<file path="src/rtl/dkong_rom_arb.sv">
// dkong_rom_arb: shares one external ROM port between the main CPU, the
// sound CPU and the wave player. Each requester gets a one-deep pending
// slot; CPU has fixed priority, SND and WAV alternate round-robin.
// Ports: I_CLK_24576M clock, I_RESETn async active-low reset;
//   CPU/SND/WAV: *_REQ, *_A in, *_DO, *_ACK out;
//   memory: O_MEM_A, O_MEM_RD out, I_MEM_RDY, I_MEM_DO in;
//   O_TMO_ERR sticky memory-ready timeout flag.
// Optional: define DKONG_ROM_ARB_TIMEOUT_EN to abort a WAIT after TMO_CYC
//   clocks with data 8'hFF; otherwise WAIT holds until ready.
module dkong_rom_arb #(
    parameter int TMO_CYC = 15
) (
    input  logic        I_CLK_24576M,
    input  logic        I_RESETn,
    input  logic        I_CPU_REQ,
    input  logic [15:0] I_CPU_A,
    output logic [7:0]  O_CPU_DO,
    output logic        O_CPU_ACK,
    input  logic        I_SND_REQ,
    input  logic [11:0] I_SND_A,
    output logic [7:0]  O_SND_DO,
    output logic        O_SND_ACK,
    input  logic        I_WAV_REQ,
    input  logic [18:0] I_WAV_A,
    output logic [7:0]  O_WAV_DO,
    output logic        O_WAV_ACK,
    output logic [19:0] O_MEM_A,
    output logic        O_MEM_RD,
    input  logic        I_MEM_RDY,
    input  logic [7:0]  I_MEM_DO,
    output logic        O_TMO_ERR
);

    typedef enum logic [1:0] {IDLE, ISSUE, WAIT, DONE} state_t;

    localparam logic [2:0] G_CPU = 3'b001;
    localparam logic [2:0] G_SND = 3'b010;
    localparam logic [2:0] G_WAV = 3'b100;

    state_t      state_q, state_d;
    logic [2:0]  gnt_q, gnt_d;
    logic        snd_next_q, snd_next_d;
    logic [2:0]  pend_q;
    logic [15:0] cpu_a_q;
    logic [11:0] snd_a_q;
    logic [18:0] wav_a_q;
    logic [2:0]  ack_q;
    logic [7:0]  cpu_do_q, snd_do_q, wav_do_q;
    logic        tmo_hit;
    logic        done_go;
    logic [7:0]  rd_data;
    logic [19:0] mem_a;

`ifdef DKONG_ROM_ARB_TIMEOUT_EN
    localparam logic [7:0] TMO_LAST = 8'(TMO_CYC - 1);

    logic [7:0] tmo_cnt_q;
    logic       tmo_err_q;

    // Counts WAIT cycles already spent; fires in the TMO_CYC-th one.
    assign tmo_hit = (state_q == WAIT) && !I_MEM_RDY &&
                     (tmo_cnt_q == TMO_LAST);

    always_ff @(posedge I_CLK_24576M or negedge I_RESETn) begin
        if (!I_RESETn) begin
            tmo_cnt_q <= 8'h00;
            tmo_err_q <= 1'b0;
        end else begin
            if (state_q == WAIT) tmo_cnt_q <= tmo_cnt_q + 8'h01;
            else                 tmo_cnt_q <= 8'h00;
            if (tmo_hit) tmo_err_q <= 1'b1;
        end
    end

    assign O_TMO_ERR = tmo_err_q;
`else
    // TMO_CYC only matters when the timeout is built in.
    logic unused_tmo;
    assign unused_tmo = (TMO_CYC != 0);
    assign tmo_hit    = 1'b0;
    assign O_TMO_ERR  = 1'b0;
`endif

    assign done_go = (state_q == WAIT) && (I_MEM_RDY || tmo_hit);
    assign rd_data = tmo_hit ? 8'hFF : I_MEM_DO;

    always_comb begin
        state_d    = state_q;
        gnt_d      = gnt_q;
        snd_next_d = snd_next_q;
        case (state_q)
            IDLE: begin
                if (|pend_q) begin
                    state_d = ISSUE;
                    if (pend_q[0]) begin
                        gnt_d = G_CPU;
                    end else if (pend_q[1] && (!pend_q[2] || snd_next_q)) begin
                        gnt_d      = G_SND;
                        snd_next_d = 1'b0;
                    end else begin
                        gnt_d      = G_WAV;
                        snd_next_d = 1'b1;
                    end
                end
            end
            ISSUE:   state_d = WAIT;
            WAIT:    if (I_MEM_RDY || tmo_hit) state_d = DONE;
            DONE:    state_d = IDLE;
            default: state_d = IDLE;
        endcase
    end

    always_ff @(posedge I_CLK_24576M or negedge I_RESETn) begin
        if (!I_RESETn) begin
            state_q    <= IDLE;
            gnt_q      <= 3'b000;
            snd_next_q <= 1'b1;
        end else begin
            state_q    <= state_d;
            gnt_q      <= gnt_d;
            snd_next_q <= snd_next_d;
        end
    end

    // A port stays pending through its own service, so a REQ seen while
    // pending or in DONE is dropped rather than queued.
    always_ff @(posedge I_CLK_24576M or negedge I_RESETn) begin
        if (!I_RESETn) begin
            pend_q   <= 3'b000;
            cpu_a_q  <= 16'h0000;
            snd_a_q  <= 12'h000;
            wav_a_q  <= 19'h00000;
            ack_q    <= 3'b000;
            cpu_do_q <= 8'h00;
            snd_do_q <= 8'h00;
            wav_do_q <= 8'h00;
        end else begin
            ack_q <= 3'b000;
            if (done_go) begin
                ack_q <= gnt_q;
                if (gnt_q[0]) cpu_do_q <= rd_data;
                if (gnt_q[1]) snd_do_q <= rd_data;
                if (gnt_q[2]) wav_do_q <= rd_data;
            end
            if (state_q == DONE && gnt_q[0]) begin
                pend_q[0] <= 1'b0;
            end else if (I_CPU_REQ && !pend_q[0]) begin
                pend_q[0] <= 1'b1;
                cpu_a_q   <= I_CPU_A;
            end
            if (state_q == DONE && gnt_q[1]) begin
                pend_q[1] <= 1'b0;
            end else if (I_SND_REQ && !pend_q[1]) begin
                pend_q[1] <= 1'b1;
                snd_a_q   <= I_SND_A;
            end
            if (state_q == DONE && gnt_q[2]) begin
                pend_q[2] <= 1'b0;
            end else if (I_WAV_REQ && !pend_q[2]) begin
                pend_q[2] <= 1'b1;
                wav_a_q   <= I_WAV_A;
            end
        end
    end

    always_comb begin
        mem_a = 20'h00000;
        unique case (1'b1)
            gnt_q[0]: mem_a = {4'h0, cpu_a_q};
            gnt_q[1]: mem_a = {8'h10, snd_a_q};
            gnt_q[2]: mem_a = {1'b1, wav_a_q};
            default:  mem_a = 20'h00000;
        endcase
    end

    assign O_MEM_RD  = (state_q == ISSUE) || (state_q == WAIT);
    assign O_MEM_A   = O_MEM_RD ? mem_a : 20'h00000;
    assign O_CPU_ACK = ack_q[0];
    assign O_SND_ACK = ack_q[1];
    assign O_WAV_ACK = ack_q[2];
    assign O_CPU_DO  = cpu_do_q;
    assign O_SND_DO  = snd_do_q;
    assign O_WAV_DO  = wav_do_q;

endmodule

</file>
<file path="config.mk">
export PLATFORM = sky130hd
export DESIGN_NAME = dkong_rom_arb
export DESIGN_NICKNAME = d
export VERILOG_FILES = /design/src/rtl/dkong_rom_arb.sv
export SDC_FILE = /design/constraint.sdc
export NUM_CORES = 1
export LEC_CHECK = 0
export CORE_MARGIN = 1
export CORE_UTILIZATION = 46
export DETAILED_ROUTE_END_ITERATION = 10
export PLACE_DENSITY = 0.81
export REMOVE_ABC_BUFFERS = 1
export SKIP_CTS_REPAIR_TIMING = 1
export SLEW_MARGIN = 10
export SYNTH_ARGS = -nofsm -noshare
export SYNTH_HDL_FRONTEND = slang
export SYNTH_SLANG_ARGS = --single-unit
</file>
<file path="constraint.sdc">
create_clock -name I_CLK_24576M -period 2.1 [get_ports I_CLK_24576M]
set_input_delay 0.315 -clock I_CLK_24576M [delete_from_list [all_inputs] [get_ports I_CLK_24576M]]
set_output_delay 0.315 -clock I_CLK_24576M [all_outputs]
set_load 0.03 [all_outputs]
</file>
==> metrics.txt, run 1 <==
run status finished clean; die extent in x 89.7 um; count of final max-slew check failures 0; worst vdd rail ir drop between 0.0009 and 0.001 V; clock latency at the later pin of the worst-skew pair 0.35 ns; Post-Place Cells 448; Worst slew margin 52.9%; count of endpoints failing hold in the final timing report 0; routed wire length slightly above 8000 um; H-Tree Depth 3; count of different cell masters after synthesis 37; CP Data Arrival Time around 1.7 ns; switching power total 2.88 mW; final worst setup slack 0.109 ns; Setup Slack @ Placement slightly below 0.008 ns; number of filler cells placed in the layout around 530; clock slew at the register clock pins of the worst setup and hold paths 0.08 ns; path type of the worst min-delay path in -> async; area of the die slightly above 8000 sq um; Final Skew 0.0128 ns; final routed wire length divided by cell count 17.4 um; area added between synthesis and finish 38.6%; Antenna Cells 0; pin count of the biggest net entering global routing 57; number of rows created at floorplan 31; Pint 4.75 mW; clock sink count 83; CTS Root Cell clkbuf_8; vias per cell 5.23; Worst Path Required about 1.8 ns; post-detailed-placement half-perimeter wirelength 5750 um; post-synthesis instance area between 3000 and 4000 sq um; count of pins on the block boundary 110; non-filler cells, final 464; areal power density over the cells 1560 nW/um^2; most common library cell in the layout ignoring fill and taps clkdlybuf4s50_1; critical path launch point type flip-flop; Worst Path Class, Setup reg -> out; Syn Inst Count 242; final global-route overflow total 0; share of power burned in combinational logic 48.6%; highest clock frequency the design can meet around 500 MHz; area of the placeable core ~7300 sq um; Yosys reg bits 83; final critical-path required period 1.99 ns; count of nets left with antenna violations after detail routing 0; fin area 4910 sq um; DR pass1 iterations 5; Final Setup Violations 0; final worst-path cycle share a little over nine tenths; initial core utilization 48.3%; all-layer global routing usage a little over a fifth; die extent in y 89.7 um; Worst Max-Slew Pin Slew a little over 0.7 ns; global placement routability congestion 0.760; first-pass GRT wire length 13300 um; Post-Synthesis Mean Instance Area 14.6 sq um; number of antenna violations at the first check in global routing 0; clock network fraction of total power 15.0%; element type at the critical path end output pin; leakage power total 2.24 nW; Ys Warns 0; cts bufs inserted 9; power share of the sequential group between 30% and 40%; via count of the first global-routing pass 2661; net count reported at finish 424; fraction of the yosys area taken by sequential cells 58.7%; ratio of cells with drive above 1 in the final layout 34.5%; commonest cells after routing, fill and taps aside clkdlybuf4s50_1 (86), dfrtp_1 (82), mux2_2 (61), buf_4 (22), nor2_1 (13); number of vias in the routed layout 2427; largest buffer count on any clock path 2; Crit Path Max Fanout 9; max-cap violation count 0; count of input and output buffers 108; Sw Ratio 37.8%; drt initial violations between 100 and 150; placed cell areas roughly 4800 sq um; DRC viols 0; clock tree from TritonCTS yes; setup repair after global routing missed its margin no
-- flip-flops by register name (all words and copies together), names as in the netlist --
register / flops
state_q: 2
wav_a_q: 19
snd_next_q: 1
pend_q: 3
cpu_a_q: 16
O_SND_DO: 8
ack_q: 3
snd_a_q: 12
O_CPU_DO: 8
O_WAV_DO: 8
gnt_q: 3
-- worst paths after layout --
path | start | end | slack (ns) | cells after the start
max | state_q[0]$_DFFE_PN0P_ | O_MEM_A[3] | 0.11 | 6
max in group asynchronous | I_RESETn | wav_a_q[4]$_DFFE_PN0P_ | 1.49 | 2
max reg2reg | state_q[1]$_DFFE_PN0P_ | snd_a_q[4]$_DFFE_PN0P_ | 0.38 | 5
min | I_RESETn | pend_q[2]$_DFFE_PN0P_ | 0.02 | 1
min reg2reg | O_WAV_DO[1]$_DFFE_PN0P_ | O_WAV_DO[1]$_DFFE_PN0P_ | 0.51 | 1
min in group I_CLK_24576M | O_WAV_DO[1]$_DFFE_PN0P_ | O_WAV_DO[1]$_DFFE_PN0P_ | 0.51 | 1
-- worst max-delay path, cell delays in order, from the launching register on --
cell and delay (ns):
dfrtp_1 0.38, inv_1 0.07, ha_1 0.30, o31ai_1 0.09, buf_4 0.18, nor2_1 0.11
clkbuf_2 0.21
-- Yosys cell counts --
master	instances	share of area (%)
a21oi_1	3	0.42
a222oi_1	12	3.4
a22o_1	1	0.25
a22oi_1	4	0.85
a31oi_1	1	0.18
a32o_1	2	0.57
and2_1	1	0.18
and2b_1	1	0.21
and3_1	2	0.35
buf_1	1	0.11
buf_12	1	0.57
buf_2	3	0.42
buf_4	2	0.42
buf_6	3	0.95
clkbuf_1	3	0.32
conb_1	1	0.11
dfrtp_1	82	58
dfstp_2	1	0.74
ha_1	3	1.1
inv_1	5	0.53
mux2_1	1	0.32
mux2_2	61	19
mux2_4	10	4.2
nand2_1	3	0.32
nand2_2	1	0.18
nand2b_1	1	0.18
nand3_1	1	0.14
nand3_2	2	0.57
nand3b_1	1	0.21
nand3b_2	1	0.32
nand3b_4	1	0.57
nor2_1	13	1.4
nor2b_1	6	1.1
o21a_1	3	0.64
o21ai_0	3	0.42
o22a_1	1	0.25
o31ai_1	1	0.21
-- cells by family after synthesis --
kind of cell,Yosys count,share of synthesized area (%)
AO/OA/AOI/OAI,31,7.18
adder cells (fa/ha/maj),3,1.06
buffers and inverters,18,3.32
flip-flops,83,58.7
multiplexers,72,24.0
other,1,0.106
AND/OR/NAND/NOR,34,5.66
-- power by group through the flow --
| stage | Clock, mW | Combinational (mW) | Sequential (mW) |
|---|---|---|---|
| finish | 1.14 | 3.71 | 2.78 |
| global placement | 0 | 3.74 | 2.75 |
| floorplan | 0 | 1.79 | 3.23 |
| CTS | 1.18 | 3.83 | 2.78 |
| global route | 1.24 | 3.95 | 2.87 |
| detailed placement | 0 | 3.81 | 2.80 |
-- stage by stage --
step                hold slack [ns]  utilization (%)  power (mW)  setup TNS, ns
floorplan                    0.0194                -        5.02              0
global placement              0.413             64.8        6.49              0
detailed placement            0.418             64.8        6.62              0
CTS                          0.0338             67.6        7.78          -4.59
global route                 0.0707             66.9        8.06              0
finish                       0.0234             66.9        7.63              0
-- layer usage --
metal  vias up  track usage (%)  routed length [um]
li1       1116                -                   -
met4         0             8.47                  80
met1      1217             26.1                3450
met2        88             34.2                3970
met3         6             6.77                 589
met5         -                0                   0
-- area by class of cell --
| cell class | instances | area (sq um) | share of cell area (%) |
|---|---|---|---|
| timing repair buffer | 120 | 1140 | 23.2 |
| inverter | 5 | 18.8 | 0.383 |
| clock inverter | 6 | 65.1 | 1.33 |
| multi-input combinational | 141 | 1340 | 27.4 |
| tap | 99 | 124 | 2.52 |
| clock buffer | 10 | 138 | 2.81 |
| sequential | 83 | 2080 | 42.4 |
Note: power is estimated with default switching activity, not from simulation.
==> run 2: changes to the inputs <==
Settings changed: SLEW_MARGIN 10 to unset.
==> results of run 2 <==
No change in the layout: final DEF, timing and power equal those of run 1.
